--- src/rtl/fifo_axis_tx.sv ---
// fifo_axis_tx: drains a first-word-fall-through FIFO into a registered AXI4-Stream master framed into i_pkt_len-beat packets.
// Define FIFO_AXIS_TX_STATS_EN to add accepted-beat and accepted-packet counters.
module fifo_axis_tx #(
    parameter int DATA_WIDTH = 32,
    parameter int LEN_W      = 16
) (
    input  logic                  clk,
    input  logic                  reset,
    input  logic                  i_enable,
    input  logic [LEN_W-1:0]      i_pkt_len,
    input  logic [DATA_WIDTH-1:0] i_fifo_data,
    input  logic                  i_fifo_empty,
    output logic                  o_fifo_rd,
    output logic [DATA_WIDTH-1:0] m_axis_tdata,
    output logic                  m_axis_tvalid,
    output logic                  m_axis_tlast,
    input  logic                  m_axis_tready,
    output logic                  o_idle,
    output logic                  o_pkt_done
`ifdef FIFO_AXIS_TX_STATS_EN
    ,
    output logic [31:0]           o_beat_total,
    output logic [31:0]           o_pkt_total
`endif
);
    typedef enum logic {IDLE, STREAM} state_t;
    state_t state, state_n;
    logic [LEN_W-1:0] len_q, len_n, len_sel, beat_cnt, cnt_n;
    logic slot_free, last;
    // In IDLE beat_cnt is always 0, so the live length decides whether the first beat is also the last.
    always_comb begin
        slot_free = !m_axis_tvalid || m_axis_tready;
        o_fifo_rd = slot_free && !i_fifo_empty && (state == STREAM || i_enable) && !reset;
        len_sel   = (state == IDLE) ? ((i_pkt_len == '0) ? LEN_W'(1) : i_pkt_len) : len_q;
        last      = beat_cnt == len_sel - LEN_W'(1);
        len_n     = o_fifo_rd ? len_sel : len_q;
        cnt_n     = o_fifo_rd ? (last ? '0 : beat_cnt + LEN_W'(1)) : beat_cnt;
        state_n   = o_fifo_rd ? (last ? IDLE : STREAM) : state;
        o_idle    = state == IDLE && !m_axis_tvalid;
    end
    always_ff @(posedge clk) begin
        if (reset) begin
            state         <= IDLE;
            len_q         <= '0;
            beat_cnt      <= '0;
            m_axis_tdata  <= '0;
            m_axis_tvalid <= 1'b0;
            m_axis_tlast  <= 1'b0;
            o_pkt_done    <= 1'b0;
        end else begin
            state      <= state_n;
            len_q      <= len_n;
            beat_cnt   <= cnt_n;
            o_pkt_done <= m_axis_tvalid && m_axis_tready && m_axis_tlast;
            if (o_fifo_rd) begin
                m_axis_tdata  <= i_fifo_data;
                m_axis_tvalid <= 1'b1;
                m_axis_tlast  <= last;
            end else if (slot_free) begin
                m_axis_tvalid <= 1'b0;
            end
        end
    end
`ifdef FIFO_AXIS_TX_STATS_EN
    always_ff @(posedge clk) begin
        if (reset) begin
            o_beat_total <= '0;
            o_pkt_total  <= '0;
        end else if (m_axis_tvalid && m_axis_tready) begin
            o_beat_total <= o_beat_total + 32'd1;
            o_pkt_total  <= o_pkt_total + {31'd0, m_axis_tlast};
        end
    end
`endif
endmodule

--- config.mk ---
export PLATFORM = sky130hd
export DESIGN_NAME = fifo_axis_tx
export DESIGN_NICKNAME = d
export VERILOG_FILES = /design/src/rtl/fifo_axis_tx.sv
export SDC_FILE = /design/constraint.sdc
export NUM_CORES = 1
export LEC_CHECK = 0
export BUFFER_PORTS_ARGS = -buffer_cell sky130_fd_sc_hd__buf_4
export CAP_MARGIN = 20
export CORE_UTILIZATION = 48
export DETAILED_ROUTE_END_ITERATION = 8
export GPL_TIMING_DRIVEN = 0
export PLACE_DENSITY = 0.77
export SETUP_SLACK_MARGIN = 0.02
export SLEW_MARGIN = 30
export SYNTH_ARGS = -nofsm -noshare
export SYNTH_HDL_FRONTEND = slang
export SYNTH_SLANG_ARGS = --single-unit
--- constraint.sdc ---
create_clock -name clk -period 3.7 [get_ports clk]
set_clock_uncertainty 0.1 [all_clocks]
set_input_delay 0.555 -clock clk [delete_from_list [all_inputs] [get_ports clk]]
set_output_delay 0.555 -clock clk [all_outputs]
set_load 0.02 [all_outputs]
==> results of run 1 <==
==> repair_timing <==
| action | CTS | global route |
|---|---|---|
| setup buffers | 4 | 4 |
| cloned | 1 | 0 |
| resized for setup | 3 | 14 |
| pin swaps | 4 | 12 |
| setup endpoints to repair | 11 | 18 |
==> stage by stage <==
step	std cells	hold slack, ns	instance area (um2)	TNS, ns	total power, uW
floorplan	413	0.339	3410	0	1020
global placement	597	0.342	4200	-5.81	1150
detailed placement	597	0.346	4200	-7.21	1160
CTS	618	0.336	4430	0	1770
global route	622	0.334	4520	-0.638	1860
finish	622	0.346	4520	0	1780
==> per-layer routing <==
metal | track usage, % | wire length (um)
met1 | 33.0 | 4230
met2 | 39.0 | 4240
met3 | 4.86 | 402
met4 | 8.64 | 146
met5 | 0 | 0
==> final cells by class <==
cell class	count	area (um2)
buffer	20	96.3
clock buffer	10	128
clock inverter	6	63.8
fill	613	2310
inverter	5	18.8
multi-input combinational	320	2000
sequential	68	1360
tap	96	120
timing repair buffer	97	737
==> cell families after synthesis <==
| family | Yosys count |
|---|---|
| AOI/OAI and AO/OA | 70 |
| xor gates and xnor gates | 33 |
| adders and majority gates | 2 |
| buffers and inverters | 25 |
| DFF | 68 |
| muxes | 28 |
| and+or+nand+nor | 187 |
==> synthesized netlist by cell type, types with 2 or more instances <==
| cell | number | area (um2) |
|---|---|---|
| a211oi_1 | 5 | 37.5 |
| a21o_1 | 2 | 15.0 |
| a21oi_1 | 38 | 190 |
| and2_1 | 2 | 12.5 |
| and3_1 | 3 | 18.8 |
| and4_1 | 2 | 17.5 |
| buf_1 | 3 | 11.3 |
| buf_2 | 3 | 15.0 |
| buf_4 | 2 | 15.0 |
| clkbuf_1 | 11 | 41.3 |
| dfxtp_1 | 68 | 1360 |
| ha_1 | 2 | 25.0 |
| inv_1 | 5 | 18.8 |
| mux2i_1 | 27 | 270 |
| nand2_1 | 81 | 304 |
| nand2b_1 | 4 | 25.0 |
| nand3_1 | 11 | 55.1 |
| nand4_1 | 6 | 37.5 |
| nor2_1 | 41 | 154 |
| nor2b_1 | 2 | 12.5 |
| nor3_1 | 10 | 50.1 |
| nor3b_1 | 4 | 30.0 |
| nor4_1 | 6 | 37.5 |
| o211ai_1 | 3 | 22.5 |
| o21ai_0 | 3 | 15.0 |
| o21bai_1 | 2 | 15.0 |
| o22ai_1 | 3 | 18.8 |
| o2bb2ai_1 | 2 | 17.5 |
| o31a_1 | 2 | 17.5 |
| or3_1 | 4 | 25.0 |
| or3b_2 | 2 | 17.5 |
| or4_4 | 2 | 22.5 |
| xnor2_1 | 16 | 140 |
| xor2_1 | 17 | 149 |
==> path summary, 6_finish.rpt <==
path                                    end  cells past startpoint
setup / recovery  beat_cnt[12]$_SDFFE_PP0P_                     16
hold / removal        o_pkt_done$_SDFF_PP0_                      2
setup reg to reg  beat_cnt[12]$_SDFFE_PP0P_                     14
hold reg to reg       o_pkt_done$_SDFF_PP0_                      2
==> worst max-delay path, delay by kind of cell <==
kind            cells  cell delay, ns
buf+inv             4            0.47
compound gates      5            0.93
simple gates        5            1.48
xor+xnor            1            0.13
fa+ha+maj           1            0.22
==> power by group through the flow <==
| stage | Clock, uW | Sequential [uW] | Combinational, uW |
|---|---|---|---|
| 2_1_floorplan | 0 | 829 | 194 |
| 3_3_place_gp | 0 | 808 | 344 |
| 3_5_place_dp | 0 | 810 | 349 |
| 4_1_cts | 623 | 793 | 357 |
| 5_1_grt | 655 | 798 | 405 |
| 6_report | 611 | 794 | 374 |
==> sequential cells by signal, indices dropped and copies added (netlist names) <==
name	cells
m_axis_tlast	1
m_axis_tvalid	1
o_pkt_done	1
len_q	16
beat_cnt	16
m_axis_tdata	32
state	1
==> metrics.cfg, run 1 <==
[outcome]
outcome = completed

[floorplan]
die_h_um = 86.3
rows = 30
core_area_mm2 = 0.00683
die-area_mm2 = 0.00744
io_pins = 90
start_util_pct = 49.9
fp.dieW_um = 86.3

[setup_path]
startpoint = i_pkt_len[11]
crit_type = in2reg
start_kind = input port
critPathMostFrequentCell = buf_6
cp.arrival_ns = 3.78
path_max_fanout = 5
slowest_stage = or4_4
critPathRequiredTime_ns = 3.83
crit_chain = buf_6, or4_4, or3_4, nor4_4, o21a_1, inv_2, ha_4, xnor2_2, a21oi_2, o211ai_1, a221oi_2, nand4_1, o41ai_4, buf_4, buf_6, nor2_1
rrSetupSlack_ns = 0.16
cp-end-kind = flop
max_stage_delay_ns = 0.54
timing.rr.start = state$_SDFFE_PP0P_

[cells_and_area]
layout_commonest_cell = buf_4
diodes = 0
final_cell_mix = buf_4 (95), nand2_1 (81), dfxtp_1 (68)
layout-drive-gt1-share_pct = 26.4
fin_nets = 576
syn_to_final_growth_pct = 32.6
final_core_util_pct = 66.2

[placement]
place_ws_ns = -0.471
io_buffers = 88
dp_hpwl_um = 6650
place_congestion = 0.889

[grt]
track_usage_pct = 24.4
grt_max_degree = 13
grt_pass1_vias = 2990
grt_pass1_wl_um = 14100
grt_antenna_before_repair = 0
overflow = 0

[timing]
rsz0062_at_grt = true
tightest_slew_ns = 0.551
hold_viol = 0
fmax_ghz = 0.274
post-route-period-util_pct = 98.5
final_max_slew_viol_count = 0
relSlewSlack_pct = 62.2
setup_viol = 0
fin_ws_ns = 0.0570
min_period_ns = 3.64

[power]
p_int_uw = 1250
vdd.ir_drop.worst_mv = 0.265
pwr-share-comb_pct = 21.0
power_density_mw_per_mm2 = 393
switchingPower_uw = 530
power_frac_seq_pct = 44.6
clkPwrFrac_pct = 34.4
p_sw_share_pct = 29.8
leakage_uw = 0.00181

[clock_network]
cts_root_buffer = clkbuf_8
clock_path_buffers = 2
cts_made_buffers = 9
clock_latency_ns = 0.34
ctsHoldBuffers = 0
htree_levels = 3
clock_sinks = 68
clkTransAtPathRegs_ns = 0.08
cts_tree = done

[yosys]
synth_fa_ha_area_share_pct = 0.734
synthSimpleGateAreaFrac_pct = 25.8
syn_avg_cell_area_um2 = 8.25
synth-seq-cells = 68
synthCells = 413
synth-seq-area-share_pct = 39.9
synthMuxAreaShare_pct = 8.26
synth_edf_count = 0
synth_top_family_by_area = simple AND/OR/NAND/NOR gates
synth-compound-area-share_pct = 13.5
syn_area_mm2 = 0.00341
synthXorXnorAreaFrac_pct = 8.48
synth.net_count = 468
yosysWarnings = 0
synth_cell_type_count = 53
async_reset_ff_share_pct = 0
yosys_most_used_dff = dfxtp_1

[routing]
vias_per_cell = 5.35
wl_per_cell_um = 14.5
drt_iter0_drc = 157
ant_nets = 0
wl_um = 9020
routed-via-count = 3328
drcViolationCount = 0
first_pass_iters = 4

[min_path]
hp-class = reg2reg
hold_path.startpoint = m_axis_tlast$_SDFFE_PP0P_

[job]
maxCapViolCount = 0

(Power assumes the default switching activity.)
==> run 2: changes to the inputs <==
- ABC_AREA: not set -> 1
- BUFFER_PORTS_ARGS: -buffer_cell sky130_fd_sc_hd__buf_4 -> -buffer_cell sky130_fd_sc_hd__buf_2
- PLACE_DENSITY: 0.77 -> 0.76
==> run 2 against run 1 <==
  * Worst setup slack better by 0.60 ns
  * Synthesized cell count grew 26%
  * Power is 3.7% lower
  * Cell count rose by 17%
  * Sequential share of layout area rose by 1.2 points
  * Clock power is 12% higher
  * Die area is 4.3% higher
  * Largest cell class unchanged
  * Worst hold slack improved by 0.0016 ns
  * Highest routed layer unchanged
  * Critical path depth is 9 lower
  * Via count is 8.0% higher
==> metrics.cfg, run 2 <==
[outcome]
outcome = completed

[cells_and_area]
top_regs = m_axis_tdata: 32 flops, beat_cnt: 16 flops, len_q: 16 flops
finalInstanceArea_mm2 = 0.00435
regMostFlops = m_axis_tdata
seqCellArea_mm2 = 0.00136
final_cell_mix = nand2_1 (168), buf_2 (90), dfxtp_1 (68)
fin_nets = 677
multiInputGateArea_mm2 = 0.00186
layout-drive-gt1-share_pct = 24.2
syn_to_final_growth_pct = 22.3
diodes = 0
largest_reg_flops = 32
final_core_util_pct = 60.3
fillCellCount = 739
layout_commonest_cell = nand2_1

[setup_path]
crit_type = reg2out
start_kind = flop
cp.arrival_ns = 2.39
path_max_fanout = 10
cp-end-kind = output port
critPathRequiredTime_ns = 3.04
rrSetupSlack_ns = 0.89

[timing]
post-route-period-util_pct = 82.3
tns_ns = 0
rsz0062_at_grt = false
final_max_slew_viol_count = 0
tightest_slew_ns = 0.580
hold_viol = 0
relSlewSlack_pct = 61.3
min_period_ns = 3.05
fmax_ghz = 0.328
fin_ws_ns = 0.653
setup_viol = 0

[clock_network]
clkTransAtPathRegs_ns = 0.08
ctsResizeCount = 0
cts_tree = done
clock_latency_ns = 0.34
clock_sinks = 68
cts_made_buffers = 9
ctsHoldBuffers = 0
cts_root_buffer = clkbuf_8
clock_path_buffers = 2
htree_levels = 3
cts_setup_buffers = 0

[routing]
wl_per_cell_um = 11.9
routed-via-count = 3594
ant_nets = 0
first_pass_iters = 4
vias_per_cell = 4.95
drt_iter0_drc = 147
wl_um = 8640
drcViolationCount = 0

[job]
maxCapViolCount = 0

[yosys]
synth_edf_count = 0
synth.most_common_cell = nand2_1
synth_top_area_cell = dfxtp_1
yosys-top-cells-count = nand2_1 (168), dfxtp_1 (68), a21oi_1 (51), inv_1 (51), nor2_1 (32)
syn_area_mm2 = 0.00356
synth.net_count = 577
yosys_most_used_dff = dfxtp_1
synth_cell_type_count = 35
synth-seq-cells = 68
synthCells = 522
yosysWarnings = 0
syn_avg_cell_area_um2 = 6.81
async_reset_ff_share_pct = 0
synth_top_area_share_pct = 38.3
synth-seq-area-share_pct = 38.3
netlist_top_cells_area = dfxtp_1 (38%), nand2_1 (18%), a21oi_1 (7.2%)

[placement]
dp_hpwl_um = 6680
place_ws_ns = 0.667
io_buffers = 89
place_area_mm2 = 0.00413
place_congestion = 0.865

[power]
leakage_uw = 0.00208
power_density_mw_per_mm2 = 394
power.total_uw = 1710
vdd.ir_drop.worst_mv = 0.321

[floorplan]
die_h_um = 88.1
die-area_mm2 = 0.00776
fp.dieW_um = 88.1
io_pins = 90
core_area_mm2 = 0.00721
start_util_pct = 49.3
rows = 31

[min_path]
hp-class = in2reg

[grt]
grt_pass1_vias = 3394
overflow = 0
grt_max_degree = 14
grt_pass1_wl_um = 14700
grt_antenna_before_repair = 0
track_usage_pct = 24.3

-- run 2: changes by cell type after synthesis, moves of 8 or more --
cell     before  now
a21oi_1      38   51
nand3_1      11   19
inv_1         5   51
nor2_1       41   32
nor2_2        1   11
nand2_1      81  168
mux2i_1      27    0
xnor2_1      16    0
o21ai_0       3   27
-- run 2: critical path: stages, from the launching register on --
cell and delay (ns):
dfxtp_1 0.37, buf_6 0.16, buf_6 0.17, o21bai_4 0.11, nor2_8 0.17, clkbuf_1 0.41, clkbuf_1 0.41, buf_2 0.25
-- run 2: path summary, 6_finish.rpt --
check	start	endpoint	depth (start not counted)
worst min register to register	m_axis_tdata[25]$_SDFFE_PP0P_	m_axis_tdata[25]$_SDFFE_PP0P_	2
worst max register to register	state$_SDFFE_PP0P_	beat_cnt[7]$_SDFFE_PP0P_	19
worst max-delay path	state$_SDFFE_PP0P_	o_fifo_rd	7
worst min-delay path	i_fifo_data[22]	m_axis_tdata[22]$_SDFFE_PP0P_	3
-- run 2: metal layers --
layer | part of all wire [%] | GRT usage [%]
met4 | 1.1 | 7.18
met1 | 45 | 29.9
met3 | 6.1 | 6.69
met5 | 0 | 0
met2 | 48 | 41.4
-- run 2: power breakdown --
group | switching, uW | internal [uW]
sequential | 13.7 | 758
combinational | 164 | 91.9
clock | 303 | 383
total | 480 | 1230
-- run 2: cells by family (layout without fill, tap and decap cells) --
logic type / count (synthesis) / after routing / synth area share (%)
buffers and inverters: 80 / 185 / 9.32
and+or+nand+nor: 270 / 270 / 35.0
DFF: 68 / 68 / 38.3
AOI/OAI and AO/OA: 85 / 85 / 12.6
xor gates and xnor gates: 17 / 17 / 4.19
adders and majority gates: 2 / 2 / 0.703
-- run 2: metrics by stage --
step | std cells | hold WS, ns
6_report | 726 | 0.348
5_1_grt | 726 | 0.340
4_1_cts | 726 | 0.331
3_5_place_dp | 710 | 0.350
3_3_place_gp | 710 | 0.345
2_1_floorplan | 522 | 0.369
-- run 2: area by class of cell --
cell class	instances	share of cell area, %
multi-input combinational	374	42.9
sequential	68	31.3
clock inverter	7	2.27
buffer	22	2.62
inverter	58	5.01
timing repair buffer	89	10.2
clock buffer	9	2.85
tap	99	2.85
==> run 3: changes to the inputs <==
- CORE_UTILIZATION: 48 -> 53
- PLACE_DENSITY: 0.76 -> 0.8
- clock period: 3.7 -> 2.89 ns (I/O delays scaled with it)
==> run 3 against run 2 <==
  * Flip-flop and latch count unchanged
  * Non-clock buffer count rose by 4
  * Combinational power grew 34%
  * Highest routed layer unchanged
  * Count of clock-buffer cells in the layout unchanged
  * Worst setup slack got worse by 0.42 ns
  * Via count decreased by 1.5%
  * Design area grew 0.12%
  * Worst hold slack worse by 0.12 ns
  * Cell count decreased by 2.5%
  * Die area decreased by 9.2%
  * Register-to-register slack got worse by 0.65 ns
  * Largest power group unchanged
  * Sequential power up 28%
==> metrics.cfg, run 3 (synthesized netlist as in run 2, its figures left out) <==
[power]
leakage_uw = 0.00210
vdd.ir_drop.worst_mv = 0.414
power_density_mw_per_mm2 = 488

[timing]
final_max_slew_viol_count = 0
setup_viol = 0
relSlewSlack_pct = 61.2
post-route-period-util_pct = 91.9
hold_viol = 0
min_period_ns = 2.65
fmax_ghz = 0.377
tightest_slew_ns = 0.582
hold_ws_ns = 0.229
fin_ws_ns = 0.236

[placement]
place_ws_ns = -0.0173
dp.cells = 688
io_buffers = 89
dp_hpwl_um = 6960
place_area_mm2 = 0.00410
place_congestion = 0.883

[floorplan]
start_util_pct = 55.4
io_pins = 90
die_h_um = 83.9
die-area_mm2 = 0.00704
core_area_mm2 = 0.00642
rows = 29
fp.dieW_um = 83.9

[cells_and_area]
finalInstanceArea_mm2 = 0.00435
seqCellArea_mm2 = 0.00136
layout_commonest_cell = nand2_1
layout-drive-gt1-share_pct = 25.7
fin_nets = 681
stdcell_count = 708
multiInputGateArea_mm2 = 0.00189
largest_reg_flops = 32
final_core_util_pct = 67.8
fillCellCount = 573
diodes = 0
final_cell_mix = nand2_1 (167), buf_2 (90), dfxtp_1 (68)
regMostFlops = m_axis_tdata
syn_to_final_growth_pct = 22.4
top_regs = m_axis_tdata: 32 flops, beat_cnt: 16 flops, len_q: 16 flops

[routing]
routed-via-count = 3540
wl_um = 9030
maxUsedRoutingLayer = met4
drt_iter0_drc = 176
wl_per_cell_um = 12.8
routed-wl-met3_um = 555
vias_per_cell = 5.00
first_pass_iters = 5
ant_nets = 0
drcViolationCount = 0
wl_met2_um = 4370
wl_met1_um = 4000

[setup_path]
crit_type = reg2reg
cp-end-kind = flop
path_max_fanout = 10
cp.arrival_ns = 2.79
slowest_stage = dfxtp_1
critPathBufInv = 5
crit_family = simple AND/OR/NAND/NOR gates
critPathRequiredTime_ns = 3.03
crit_chain = buf_6, buf_6, nor2_1, nand2_1, nand2_4, ha_1, inv_1, nor2_4, nand2_4, nor2_4, nand2_2, nand3_1, o21ai_1, inv_1, nand3_1, nor2_4, nand4_4, buf_4, nand3_1, nor2_1
max_stage_delay_ns = 0.33
start_kind = flop

[outcome]
outcome = completed

[clock_network]
cts_root_buffer = clkbuf_8
cts_tree = done
cts_made_buffers = 9
clock_sinks = 68
htree_levels = 3
clock_latency_ns = 0.35
clkTransAtPathRegs_ns = 0.08
clock_path_buffers = 2

[grt]
overflow = 0
grt_max_degree = 14
grt_pass1_vias = 3545
grt_pass1_wl_um = 15400
track_usage_pct = 27.1
grt_antenna_before_repair = 0

[min_path]
hp-class = in2reg

[job]
maxCapViolCount = 0

-- run 3: changes by cell type in the layout (fill, tap and decap cells not counted), moves of 2 or more --
cell,change
clkbuf_1,-2
nand3_1,-2
clkbuf_2,+2
nand3_2,+2
buf_4,+4
-- run 3: report_power, final --
group,switching [uW],internal (uW),total [uW]
clock,393,403,796
combinational,217,124,341
sequential,17.9,970,988
-- run 3: metal layers --
metal,GRT usage (%),vias up
li1,-,1852
met1,31.3,1585
met2,48.2,95
met3,7.52,8
met4,8.46,0
met5,0,-
-- run 3: worst paths after layout --
| kind | startpoint | end | slack (ns) | cells after the start |
|---|---|---|---|---|
| worst max register to register | state$_SDFFE_PP0P_ | beat_cnt[10]$_SDFFE_PP0P_ | 0.24 | 20 |
| worst min register to register | m_axis_tdata[3]$_SDFFE_PP0P_ | m_axis_tdata[3]$_SDFFE_PP0P_ | 0.36 | 2 |
| worst max-delay path | state$_SDFFE_PP0P_ | beat_cnt[10]$_SDFFE_PP0P_ | 0.24 | 20 |
| worst min-delay path | i_fifo_data[18] | m_axis_tdata[18]$_SDFFE_PP0P_ | 0.23 | 3 |
-- run 3: worst register-to-register path: cells and delay by family (launching register included) --
family                     cells  cell delay (ns)
and+or+nand+nor               13             1.32
buffers and inverters          5             0.58
DFF                            1             0.33
adders and majority gates      1             0.16
AOI/OAI and AO/OA              1             0.07
-- run 3: cell type report --
type	count	share of cell area [%]
Buffer	22	2.67
Clock buffer	9	2.84
Timing Repair Buffer	93	10.9
Clock inverter	7	1.70
Sequential cell	68	31.3
Inverter	58	5.00
Tap cell	77	2.21
Multi-Input combinational cell	374	43.4
-- run 3: through the flow --
stage                     TNS [ns]  power, uW
after global placement      -0.109       1330
after CTS                        0       2120
after floorplan                  0       1230
final                            0       2120
after global routing      -0.00388       2220
after detailed placement   -0.0383       1340
-- run 3: repair_timing --
item / in CTS / in global routing
hold buffers: 0 / 0
setup buffers: 0 / 4
resized for setup: 1 / 9
setup endpoints to repair: 1 / 19
endpoints found under the hold margin: 0 / 0
pin swaps: 0 / 9
